`src/rtl/score_pkg.sv`:
```
// Shared PS/2 constants, default key codes and decoder state encoding
// for the score tracking stage.
package score_pkg;

  localparam logic [7:0] PS2_EXT = 8'hE0;
  localparam logic [7:0] PS2_BRK = 8'hF0;

  localparam logic [7:0] KEY_INC_DEF = 8'h29;
  localparam logic [7:0] KEY_DEC_DEF = 8'h66;
  localparam logic [7:0] KEY_CLR_DEF = 8'h76;

  typedef enum logic [1:0] {
    ST_IDLE,
    ST_EXT,
    ST_BRK,
    ST_EXT_BRK
  } dec_state_e;

endpackage

```
`src/rtl/ps2_key_decoder.sv`:
```
// PS/2 scan-code decoder: prefix FSM plus per-key held flags that
// turn make codes into single-cycle events with typematic suppression.
import score_pkg::*;

module ps2_key_decoder #(
  parameter logic [7:0] KEY_INC = KEY_INC_DEF,
  parameter logic [7:0] KEY_DEC = KEY_DEC_DEF,
  parameter logic [7:0] KEY_CLR = KEY_CLR_DEF
) (
  input  logic       clk,
  input  logic       reset,
  input  logic [7:0] i_data,
  input  logic       i_valid,
  output logic       o_ev_inc,
  output logic       o_ev_dec,
  output logic       o_ev_clr
);

  dec_state_e r_state;
  dec_state_e w_state_nxt;
  logic [2:0] r_held;
  logic [2:0] w_held_nxt;
  logic [2:0] w_hit;
  logic [2:0] w_ev;

  assign w_hit = {i_data == KEY_CLR,
                  i_data == KEY_DEC,
                  i_data == KEY_INC};

  always_ff @(posedge clk) begin
    if (!reset) begin
      r_state <= ST_IDLE;
      r_held  <= '0;
    end else begin
      r_state <= w_state_nxt;
      r_held  <= w_held_nxt;
    end
  end

  always_comb begin
    w_state_nxt = r_state;
    w_held_nxt  = r_held;
    w_ev        = '0;
    if (i_valid) begin
      unique case (r_state)
        ST_IDLE: begin
          unique case (1'b1)
            (i_data == PS2_EXT): w_state_nxt = ST_EXT;
            (i_data == PS2_BRK): w_state_nxt = ST_BRK;
            default: begin
              // a held key repeats its make code; only the first counts
              w_ev       = w_hit & ~r_held;
              w_held_nxt = r_held | w_hit;
            end
          endcase
        end
        ST_EXT: begin
          w_state_nxt = (i_data == PS2_BRK) ? ST_EXT_BRK : ST_IDLE;
        end
        ST_BRK: begin
          w_held_nxt  = r_held & ~w_hit;
          w_state_nxt = ST_IDLE;
        end
        ST_EXT_BRK: w_state_nxt = ST_IDLE;
        default:    w_state_nxt = ST_IDLE;
      endcase
    end
  end

  assign o_ev_inc = w_ev[0];
  assign o_ev_dec = w_ev[1];
  assign o_ev_clr = w_ev[2];

endmodule

```
`src/rtl/score_tracker.sv`:
```
// Accumulates key events per frame and commits them to a saturating
// score at each frame boundary so the display never changes mid-frame.
import score_pkg::*;

module score_tracker #(
  parameter int         MAX_SCORE = 12,
  parameter logic [7:0] KEY_INC   = KEY_INC_DEF,
  parameter logic [7:0] KEY_DEC   = KEY_DEC_DEF,
  parameter logic [7:0] KEY_CLR   = KEY_CLR_DEF,
  parameter int         PEND_W    = 4
) (
  input  logic        clk,
  input  logic        reset,
  input  logic [7:0]  rx_data,
  input  logic        rx_valid,
  input  logic        screenEnd,
  output logic [31:0] score,
  output logic        score_update
);

  localparam int SW = $clog2(MAX_SCORE + 1);
  localparam int ACC_W = (SW + 2 > 6) ? PEND_W + SW + 2 : PEND_W + 6;
  localparam logic [PEND_W-1:0] PEND_MAX = '1;
  localparam logic signed [ACC_W-1:0] SUM_MAX = ACC_W'(MAX_SCORE);

  logic              w_ev_inc;
  logic              w_ev_dec;
  logic              w_ev_clr;
  logic [PEND_W-1:0] r_pend_inc;
  logic [PEND_W-1:0] r_pend_dec;
  logic              r_pend_clr;
  logic [PEND_W-1:0] w_inc_base;
  logic [PEND_W-1:0] w_dec_base;
  logic              w_clr_base;
  logic [PEND_W-1:0] w_inc_nxt;
  logic [PEND_W-1:0] w_dec_nxt;
  logic              w_clr_nxt;
  logic [SW-1:0]     r_score;
  logic              r_upd;
  logic [SW-1:0]     w_base;
  logic signed [ACC_W-1:0] w_sum;
  logic [SW-1:0]     w_new;

  ps2_key_decoder #(
    .KEY_INC (KEY_INC),
    .KEY_DEC (KEY_DEC),
    .KEY_CLR (KEY_CLR)
  ) u_dec (
    .clk      (clk),
    .reset    (reset),
    .i_data   (rx_data),
    .i_valid  (rx_valid),
    .o_ev_inc (w_ev_inc),
    .o_ev_dec (w_ev_dec),
    .o_ev_clr (w_ev_clr)
  );

  // an event in the commit cycle lands in the freshly cleared state
  assign w_inc_base = screenEnd ? '0 : r_pend_inc;
  assign w_dec_base = screenEnd ? '0 : r_pend_dec;
  assign w_clr_base = screenEnd ? 1'b0 : r_pend_clr;

  always_comb begin
    w_inc_nxt = w_inc_base;
    w_dec_nxt = w_dec_base;
    w_clr_nxt = w_clr_base;
    unique case (1'b1)
      w_ev_clr: begin
        w_clr_nxt = 1'b1;
        w_inc_nxt = '0;
        w_dec_nxt = '0;
      end
      w_ev_inc: begin
        if (w_inc_base != PEND_MAX) w_inc_nxt = w_inc_base + 1'b1;
      end
      w_ev_dec: begin
        if (w_dec_base != PEND_MAX) w_dec_nxt = w_dec_base + 1'b1;
      end
      default: ;
    endcase
  end

  assign w_base = r_pend_clr ? '0 : r_score;
  assign w_sum  = ACC_W'(w_base) + ACC_W'(r_pend_inc)
                - ACC_W'(r_pend_dec);

  always_comb begin
    w_new = SW'(w_sum);
    if (w_sum[ACC_W-1])      w_new = '0;
    else if (w_sum > SUM_MAX) w_new = SW'(MAX_SCORE);
  end

  always_ff @(posedge clk) begin
    if (!reset) begin
      r_pend_inc <= '0;
      r_pend_dec <= '0;
      r_pend_clr <= 1'b0;
      r_score    <= '0;
      r_upd      <= 1'b0;
    end else begin
      r_pend_inc <= w_inc_nxt;
      r_pend_dec <= w_dec_nxt;
      r_pend_clr <= w_clr_nxt;
      if (screenEnd) r_score <= w_new;
      r_upd <= screenEnd && (w_new != r_score);
    end
  end

  assign score        = {{(32 - SW){1'b0}}, r_score};
  assign score_update = r_upd;

endmodule
```
`config.mk`:
```
export PLATFORM = sky130hd
export DESIGN_NAME = score_tracker
export DESIGN_NICKNAME = d
export VERILOG_FILES = /design/src/rtl/score_pkg.sv /design/src/rtl/ps2_key_decoder.sv /design/src/rtl/score_tracker.sv
export SDC_FILE = /design/constraint.sdc
export NUM_CORES = 1
export LEC_CHECK = 0
export ABC_AREA = 1
export BUFFER_PORTS_ARGS = -buffer_cell sky130_fd_sc_hd__buf_2
export CAP_MARGIN = 40
export CORE_ASPECT_RATIO = 0.5
export CORE_MARGIN = 3
export CORE_UTILIZATION = 40
export DETAILED_ROUTE_END_ITERATION = 10
export GPL_TIMING_DRIVEN = 0
export PLACE_DENSITY = 0.74
export REMOVE_ABC_BUFFERS = 1
export SYNTH_ARGS = -nofsm -noshare
export SYNTH_HDL_FRONTEND = slang
export SYNTH_SLANG_ARGS = --single-unit
export TNS_END_PERCENT = 100
```
`constraint.sdc`:
```
create_clock -name clk -period 2.2 [get_ports clk]
set_input_delay 0.11 -clock clk [delete_from_list [all_inputs] [get_ports clk]]
set_output_delay 0.11 -clock clk [all_outputs]
set_load 0.02 [all_outputs]
```
==> results by group, run 1 <==
Status
  • Status: finished, violations left
  • Failing checks: negative setup slack

Power and ir drop
  • Pwr Density: between 700 and 800 mW/mm^2
  • Tot Pwr: 1.440 mW
  • Peak VDD IR: 0.0002463 V
  • LEAKAGE: between 0.8 and 0.9 nW

Yosys
  • Synth cell types: 31
  • Share of the synthesized area in the top cell type: roughly 23%
  • Register bit count reported by yosys: 19
  • Mux cell area share after synthesis: 0%
  • Synth Area in Adders: 10.08%
  • Synthesized area: 0.001663 sq mm
  • Largest family of logic cells by synthesized area: simple AND/OR/NAND/NOR gates
  • Number of synthesized flops with an enable pin: 0
  • Post-synth ARST share: 0%
  • Gate Count Post-Synth: ~260
  • Synth warn: 0
  • Top cells by area, synth: dfxtp_1 23%, buf_4 13%, nand2_1 12%
  • Mean post-synth cell area: roughly 6.5 sq um
  • Synth Area in XOR/XNOR: roughly 1.1%
  • Compound-gate portion of the synthesized area: 11.81%
  • Most used DFF post-synth: dfxtp_1
  • Post-synth top area cell: dfxtp_1
  • Post-Synth Simple-Gate Area: between 30% and 40%
  • Most common cell in the netlist: nand2_1
  • Most frequent cells after synthesis: 51 x nand2_1, 39 x inv_1, 28 x buf_4
  • Sequential share of the synthesized area: between 20% and 30%

Setup path
  • CP most frequent cell: inv_2
  • Reg2Reg Depth: 14
  • R2R Setup Slk: -0.14 ns
  • Top Family by Delay on Critical Path: adder cells
  • RR Startpoint: r_score[1]
  • Crit path capture type: flop
  • Worst Path Buf+Inv: 3
  • Slowest stage delay, CP: roughly 0.54 ns
  • Critical path class: flop to flop
  • FF-to-FF End: score_update
  • CP Launch Type: flop
  • Req. time, crit path: about 2.4 ns
  • CP cell instances: inv_2 -> nor2_4 -> fa_1 -> inv_2 -> fa_2 -> inv_2 -> nor2_2 -> nor2_2 -> nand3_2 -> nand4_1 -> nand2_1 -> nand2_1 -> nor2_1 -> nor2_1
  • CP max-delay cell: fa_2
  • Crit Path Max Fanout: 4
  • Worst path arrival time: approximately 2.5 ns

Placed design
  • RD Place Congestion: 0.8546
  • Port-buffer cells: 16
  • Final HPWL DP: about 2700 um

Die
  • Core Region: roughly 0.0037 sq mm
  • Die W: between 90 and 100 um
  • Die H: between 50 and 60 um
  • Initial core utilization: about 45%
  • DIE AREA: 0.005014 sq mm
  • # IOs: 45
  • Site Rows: 15

STA
  • FMAX: around 0.43 GHz
  • Final period utilization: 106.3%
  • Final setup violation count: 1
  • RSZ-0062 raised after global routing: true
  • Post-route minimum period: ~2.3 ns
  • Hold Vio Cnt, Final: 0
  • Hold WS: approximately 0.16 ns
  • Setup WS post-layout: -0.1388 ns
  • Final Max Tran Viols: 0
  • Post-Route Skew: 0.002664 ns

Global route
  • Maximum number of pins on one net before global-route repair: 13
  • Tot GR Track Use: about 15%
  • First-pass GRT wire length: between 6000 and 7000 um
  • Initial antenna violation count: 0
  • GRT Residual Overflow: 0
  • Vias in the first global route: 1451

CTS
  • Num Clock Sinks: 19
  • Clock Latency Late Sink: around 0.26 ns
  • Total CTS buffers: 3
  • Clock slew at reported path FFs: ~0.080 ns
  • CTS tree: done
  • Clock Path Buffers: 2
  • Htree depth: 1
  • Post-CTS Hold Buffers: 0
  • Clock root cell: clkbuf_8

Drt
  • Post-DR wirelength/cell: between 10 and 15 um
  • Pre-antenna DRT Iters: 7
  • Drt via density: roughly 4.9
  • DRT antenna net count: 0
  • Number of remaining DRC errors: 0
  • Final wirelength: about 3600 um
  • Vias: around 1.6k
  • Initial DRC count: 44

Layout
  • Fill count: roughly 360
  • Nets: 302
  • Area growth from synthesis to layout: 15.88%
  • Antenna Cells: 0
  • Layout cells sized above 1: 25.54%

Worst hold path
  • Hold Path Class: primary input to flop
  • Worst Hold Path EP: r_score[3]
  • Hold wc startpoint: screenEnd
  • Worst Hold Depth: 2

Run
  • Max-cap violation count: 0
through the flow:
stage / setup slack, ns / instances / area [sq um] / util (%) / TNS (ns)
2_1_floorplan: -0.1784 / 251 / 1541 / - / -0.1784
3_3_place_gp: -0.2809 / 318 / 1685 / 45.58 / -0.4067
3_5_place_dp: -0.3439 / 318 / 1685 / 45.58 / -0.7810
4_1_cts: -0.09342 / 329 / 1884 / 50.96 / -0.09342
5_1_grt: -0.2518 / 329 / 1927 / 52.12 / -0.4944
6_report: -0.1388 / 329 / 1927 / 52.12 / -0.1388
where the power goes:
part,total [mW],internal (mW),switching [mW]
clock network,0.261,0.128,0.133
logic,0.792,0.290,0.502
registers,0.387,0.369,0.0184
total,1.44,0.787,0.654
cell usage in the layout, fill, tap and decap left out, types with 2 or more instances in the layout:
cell      Yosys  layout
fa_1          4       3
xor2_1        2       2
nand3b_1      2       2
dfxtp_2       0       4
buf_2         1      16
nand3_1      26      21
nand3_2       0       4
buf_4        28       7
nand2_1      51      40
nor3_1        3       3
ha_4          0       3
dfxtp_1      19      14
o21ai_0       9       8
inv_1        39      33
ha_1          7       3
or2_1         2       2
o21ai_1       1       2
a21oi_2       1       4
inv_2         1       7
conb_1        1      28
nor2_2        1       3
o21bai_1      2       2
a21oi_1      17      14
nand2_2       0      10
clkbuf_8      0       3
nor2_1       20      17
nand4_1       8       8
layer usage:
layer	share of wire (%)	vias to the layer above	global-route usage, %
met2	47	62	27.85
met4	0.86	0	3.263
met5	0	-	0
met3	7.7	4	3.481
li1	-	815	-
met1	45	731	18.10
layout make-up:
cell class / instances / area [sq um] / area share (%)
Sequential cell: 19 / 389.1 / 20.19
Multi-Input combinational cell: 192 / 1142 / 59.29
Inverter: 40 / 150.1 / 7.792
Clock inverter: 1 / 7.507 / 0.3896
Tap cell: 51 / 63.81 / 3.312
Timing Repair Buffer: 23 / 132.6 / 6.883
Clock buffer: 3 / 41.29 / 2.143
worst max path at each step:
stage	start	endpoint	slack [ns]	depth (start not counted)
finish	r_score[1]	score_update	-0.14	14
detailed placement	r_score[1]	score_update	-0.34	17
CTS	r_score[1]	score_update	-0.09	17
global placement	r_score[1]	score_update	-0.28	17
floorplan	r_score[1]	score_update	-0.18	17
global route	r_score[1]	score_update	-0.25	14
cell families after synthesis:
logic type / Yosys count
and+or+nand+nor: 116
buffers and inverters: 71
AOI/OAI and AO/OA: 35
DFF: 19
adders and majority gates: 11
xor gates and xnor gates: 2
other: 1
timing repair:
action | in CTS | in global routing
resized for setup | 29 | 14
hold endpoints to repair | 0 | 0
pin swaps | 8 | 12
setup buffers | 7 | 0
endpoints found under the setup margin | 5 | 5
Note: power is estimated with default switching activity, not from simulation.
==> inputs of run 2 (changes only) <==
Settings changed: CORE_MARGIN 3 to 5, PLACE_DENSITY 0.74 to 0.72.
Clock period 2.2 ns to 2.68 ns, I/O delays scaled along.
==> results by group, run 2 (synthesis results as in run 1) <==
Setup path
  • Critical path class: flop to flop
  • Req. time, crit path: 2.84 ns (+0.48 ns)
  • CP most frequent cell: nor2_1
  • Worst path arrival time: 2.59 ns (+0.09 ns)
  • Top Family by Delay on Critical Path: adder cells
  • Crit path capture type: flop
  • Slowest stage delay, CP: 0.47 ns (-0.07 ns)
  • Crit path depth: 15 (+1)
  • Crit Path Max Fanout: 4 (unchanged)
  • CP Launch Type: flop
  • Reg2Reg Depth: 15 (+1)
  • CP cell instances: inv_2 -> nor2_1 -> fa_1 -> inv_1 -> fa_2 -> inv_1 -> nor2_1 -> nor2_1 -> nand3_1 -> nand3_1 -> nand2_1 -> nand2_1 -> nand2_1 -> nor2_1 -> nor2_1
  • Worst Path Buf+Inv: 3 (unchanged)
  • CP max-delay cell: fa_1

Die
  • DIE AREA: 0.005625 sq mm (+12%)
  • Die W: 101.2 um (+4.1%)
  • Initial core utilization: 41.95% (-3.0 points)
  • # IOs: 45 (unchanged)
  • Die H: 55.59 um (+7.8%)
  • Site Rows: 16 (+1)
  • Core Region: 0.003964 sq mm (+7.2%)

Placed design
  • Final HPWL DP: 2802 um (+4.2%)
  • RD Place Congestion: 0.8220 (-3.8%)
  • DP Worst Slack: 0.1495 ns (+0.4934 ns)
  • Port-buffer cells: 16 (unchanged)
  • DP Cell Count: 321 (+0.94%)

Drt
  • Pre-antenna DRT Iters: 4 (-3)
  • Vias: 1582 (-1.9%)
  • Post-DR wirelength/cell: 10.66 um (-3.1%)
  • Initial DRC count: 83 (+89%)
  • Final wirelength: 3464 um (-4.2%)
  • DRT antenna net count: 0 (unchanged)
  • Drt via density: 4.868 (-0.65%)
  • Number of remaining DRC errors: 0 (unchanged)

Layout
  • Fin cells: 325 (-1.2%)
  • Layout cells sized above 1: 11.81% (-14 points)
  • Final Util: 44.03% (-8.1 points)
  • Antenna Cells: 0 (unchanged)
  • Commonest non-fill, non-tap cell in the layout: nand2_1
  • Leading cell types in the layout, fill and taps excluded: 50 x nand2_1, 37 x inv_1, 28 x conb_1
  • Area growth from synthesis to layout: 4.966%
  • Nets: 295 (-2.3%)

CTS
  • Num Clock Sinks: 19 (unchanged)
  • Htree depth: 1 (unchanged)
  • Clock Path Buffers: 2 (unchanged)
  • CTS tree: done
  • Clock root cell: clkbuf_8
  • Clock Latency Late Sink: 0.26 ns (about the same)
  • Clock slew at reported path FFs: 0.08 ns (about the same)
  • Postcts setup bufs: 0 (-7)
  • Total CTS buffers: 3 (unchanged)

STA
  • Hold WS: 0.1921 ns (+0.03231 ns)
  • RSZ-0062 raised after global routing: false
  • Total Neg Setup Slack: 0 ns (+0.1388 ns)
  • FMAX: 0.4118 GHz (-3.7%)
  • Post-Route Skew: 0.001036 ns (-0.001629 ns)
  • Final setup violation count: 0 (-1)
  • Final period utilization: 90.62% (-16 points)
  • Final Max Tran Viols: 0 (unchanged)
  • Hold Vio Cnt, Final: 0 (unchanged)
  • Setup WS post-layout: 0.2514 ns (+0.3902 ns)
  • Post-route minimum period: 2.429 ns (+0.08976 ns)

Global route
  • Tot GR Track Use: 12.54% (-2.5 points)
  • Vias in the first global route: 1445 (-0.41%)
  • Initial antenna violation count: 0 (unchanged)
  • GRT Residual Overflow: 0 (unchanged)
  • Maximum number of pins on one net before global-route repair: 13 (unchanged)
  • First-pass GRT wire length: 5830 um (-6.2%)

Power and ir drop
  • Pwr Density: 567.4 mW/mm^2 (-24%)
  • Peak VDD IR: 0.0002020 V (-18%)
  • LEAKAGE: 0.8248 nW (-4.8%)

Worst hold path
  • Hold Path Class: primary input to flop
  • Worst Hold Depth: 2 (unchanged)

Run
  • Max-cap violation count: 0 (unchanged)

Status
  • Status: completed
[run 2: cell count changes in the layout (fill, tap and decap cells not counted), moves of 4 or more]
cell | before | now
nand3_1 | 21 | 26
inv_2 | 7 | 3
nand2_2 | 10 | 1
buf_4 | 7 | 0
inv_1 | 33 | 37
ha_1 | 3 | 7
nand3_2 | 4 | 0
nand2_1 | 40 | 50
[run 2: worst paths after layout]
check | startpoint | end | slack [ns]
worst min register to register | flop | flop | 0.45
worst min-delay path | screenEnd | r_score[3] | 0.19
worst max-delay path | r_score[1] | score_update | 0.25
worst max register to register | r_score[1] | score_update | 0.25
[run 2: power by group]
part	leakage, nW	internal [mW]	switching (mW)
Combinational	0.648	0.141	0.320
Clock	0.0217	0.105	0.108
Sequential	0.155	0.301	0.0151
[run 2: layer usage]
layer  part of all wire (%)  track usage (%)
met1                     44            15.13
met2                     44            21.28
met3                     10            3.504
met4                    1.4            4.356
met5                      0                0
[run 2: per-stage QoR]
stage | power, mW | cell area (sq um)
2_1_floorplan | 0.6785 | 1541
3_3_place_gp | 0.7627 | 1689
3_5_place_dp | 0.7707 | 1689
4_1_cts | 0.9850 | 1738
5_1_grt | 1.075 | 1745
6_report | 0.9904 | 1745
[run 2: cell type report]
class	count	area (sq um)
tap	54	67.56
timing repair buffer	16	80.08
sequential	19	382.9
fill	416	2218
clock buffer	3	41.29
multi-input combinational	192	1016
inverter	40	150.1
clock inverter	1	7.507
[run 2: repair_timing]
action / in CTS / in global routing
hold buffers: 0 / 0
resized for setup: 0 / 6
endpoints found under the setup margin: 0 / 1
==> inputs of run 3 (changes only) <==
Settings changed: SETUP_SLACK_MARGIN set to 0.3.
==> results by group, run 3 (synthesis results as in run 1) <==
Drt
  • DRT antenna net count: 0 (unchanged)
  • Pre-antenna DRT Iters: 4 (unchanged)
  • Post-DR wirelength/cell: 11.99 um (+13%)
  • Vias: 1641 (+3.7%)
  • Initial DRC count: 87 (+4.8%)
  • Number of remaining DRC errors: 0 (unchanged)
  • Final wirelength: 3970 um (+15%)
  • Drt via density: 4.958 (+1.8%)

CTS
  • Clock Latency Late Sink: 0.26 ns (about the same)
  • Total CTS buffers: 3 (unchanged)
  • Post-CTS Hold Buffers: 0 (unchanged)
  • Clock Path Buffers: 2 (unchanged)
  • Clock root cell: clkbuf_8
  • Clock slew at reported path FFs: 0.08 ns (about the same)
  • Num Clock Sinks: 19 (unchanged)
  • Htree depth: 1 (unchanged)
  • CTS tree: done

Power and ir drop
  • LEAKAGE: 0.8689 nW (+5.3%)
  • Peak VDD IR: 0.0002174 V (+7.6%)
  • Tot Pwr: 1.215 mW (+23%)
  • Pwr Density: 625.0 mW/mm^2 (+10%)

Status
  • Status: completed

Setup path
  • Crit path depth: 17 (+2)
  • Crit Path Max Fanout: 4 (unchanged)
  • Worst path arrival time: 2.50 ns (-0.09 ns)
  • Top Family by Delay on Critical Path: simple AND/OR/NAND/NOR gates
  • CP most frequent cell: nand2_1
  • Slowest stage delay, CP: 0.39 ns (-0.08 ns)
  • Critical path class: flop to flop
  • CP cell instances: inv_2 -> nand2_2 -> ha_4 -> inv_2 -> ha_2 -> inv_2 -> fa_2 -> nand2_1 -> nand2_2 -> nor2_2 -> nand3_4 -> nand3_2 -> nand2_1 -> nand2_1 -> nand2_1 -> nor2_1 -> nor2_1
  • Worst Path Buf+Inv: 3 (unchanged)
  • Crit path capture type: flop
  • Req. time, crit path: 2.84 ns (about the same)
  • CP Launch Type: flop
  • Reg2Reg Depth: 17 (+2)
  • R2R Setup Slk: 0.34 ns (+0.09 ns)
  • CP max-delay cell: fa_2

Global route
  • Initial antenna violation count: 0 (unchanged)
  • Vias in the first global route: 1452 (+0.48%)
  • GRT Residual Overflow: 0 (unchanged)
  • Maximum number of pins on one net before global-route repair: 13 (unchanged)
  • First-pass GRT wire length: 5851 um (+0.36%)
  • Tot GR Track Use: 12.61% (+0.078 points)

Layout
  • Antenna Cells: 0 (unchanged)
  • Nets: 301 (+2.0%)
  • Fill count: 396 (-4.8%)
  • Commonest non-fill, non-tap cell in the layout: nand2_1
  • Final Util: 49.05% (+5.0 points)
  • Layout cells sized above 1: 25.99% (+14 points)
  • Area growth from synthesis to layout: 16.93%
  • Leading cell types in the layout, fill and taps excluded: 38 x nand2_1, 33 x inv_1, 28 x conb_1

Placed design
  • Final HPWL DP: 2802 um (unchanged)
  • Port-buffer cells: 16 (unchanged)
  • RD Place Congestion: 0.8220 (unchanged)

Die
  • Initial core utilization: 41.95% (unchanged)
  • # IOs: 45 (unchanged)
  • Core Region: 0.003964 sq mm (unchanged)
  • Site Rows: 16 (unchanged)
  • Die W: 101.2 um (unchanged)
  • DIE AREA: 0.005625 sq mm (unchanged)
  • Die H: 55.59 um (unchanged)

STA
  • Final period utilization: 87.42% (-3.2 points)
  • Post-Route Skew: 0.0007849 ns (-0.0002507 ns)
  • FMAX: 0.4268 GHz (+3.7%)
  • Total Neg Setup Slack: 0 ns (unchanged)
  • Final setup violation count: 0 (unchanged)
  • Final Max Tran Viols: 0 (unchanged)
  • Post-route minimum period: 2.343 ns (-0.08569 ns)
  • Hold Vio Cnt, Final: 0 (unchanged)
  • RSZ-0062 raised after global routing: true

Worst hold path
  • Worst Hold Depth: 2 (unchanged)
  • Hold Path Class: primary input to flop

Run
  • Max-cap violation count: 0 (unchanged)
==> run 3: changes by cell type in the layout (fill, tap and decap cells not counted), sizes merged <==
cell,change
buf,+6
==> run 3: timing repair <==
| action | 4_1_cts | 5_1_grt |
|---|---|---|
| gates cloned | 0 | 0 |
| gates resized for setup | 10 | 36 |
| setup buffers | 2 | 4 |
| pin swaps | 3 | 18 |
| hold endpoints to repair | 0 | 0 |
| endpoints found under the setup margin | 1 | 3 |
==> run 3: where the power goes <==
| group | switching [mW] | internal (mW) |
|---|---|---|
| Clock | 0.107 | 0.105 |
| Combinational | 0.458 | 0.229 |
| Sequential | 0.0149 | 0.302 |
==> run 3: final timing paths <==
path / from / endpoint
worst min-delay path: screenEnd / r_score[3]
worst max register to register: r_pend_clr / score_update
worst max-delay path: r_pend_clr / score_update
worst min register to register: flop / flop
==> run 3: area by class of cell <==
type | count | area [sq um] | area share [%]
Multi-Input combinational cell | 192 | 1165 | 59.91
Tap cell | 54 | 67.56 | 3.475
Clock buffer | 3 | 41.29 | 2.124
Timing Repair Buffer | 22 | 125.1 | 6.435
Inverter | 40 | 150.1 | 7.722
Sequential cell | 19 | 387.9 | 19.95
Clock inverter | 1 | 7.507 | 0.3861
==> run 3: through the flow <==
| step | instances | area (sq um) | setup slack [ns] | hold slack, ns |
|---|---|---|---|---|
| after floorplan | 251 | 1541 | 0.3016 | 0.2275 |
| after global placement | 321 | 1689 | 0.1884 | 0.4348 |
| after detailed placement | 321 | 1689 | 0.1495 | 0.4364 |
| after CTS | 327 | 1768 | 0.3050 | 0.1800 |
| after global routing | 331 | 1944 | 0.1991 | 0.2060 |
| final | 331 | 1944 | 0.3371 | 0.1939 |
==> run 3: layer usage <==
layer | part of all wire, % | vias to the layer above | global-route usage, %
met1 | 42 | 750 | 15.20
met3 | 8.3 | 6 | 3.504
met5 | 0 | - | 0
li1 | - | 811 | -
met2 | 48 | 74 | 21.47
met4 | 1.6 | 0 | 4.356
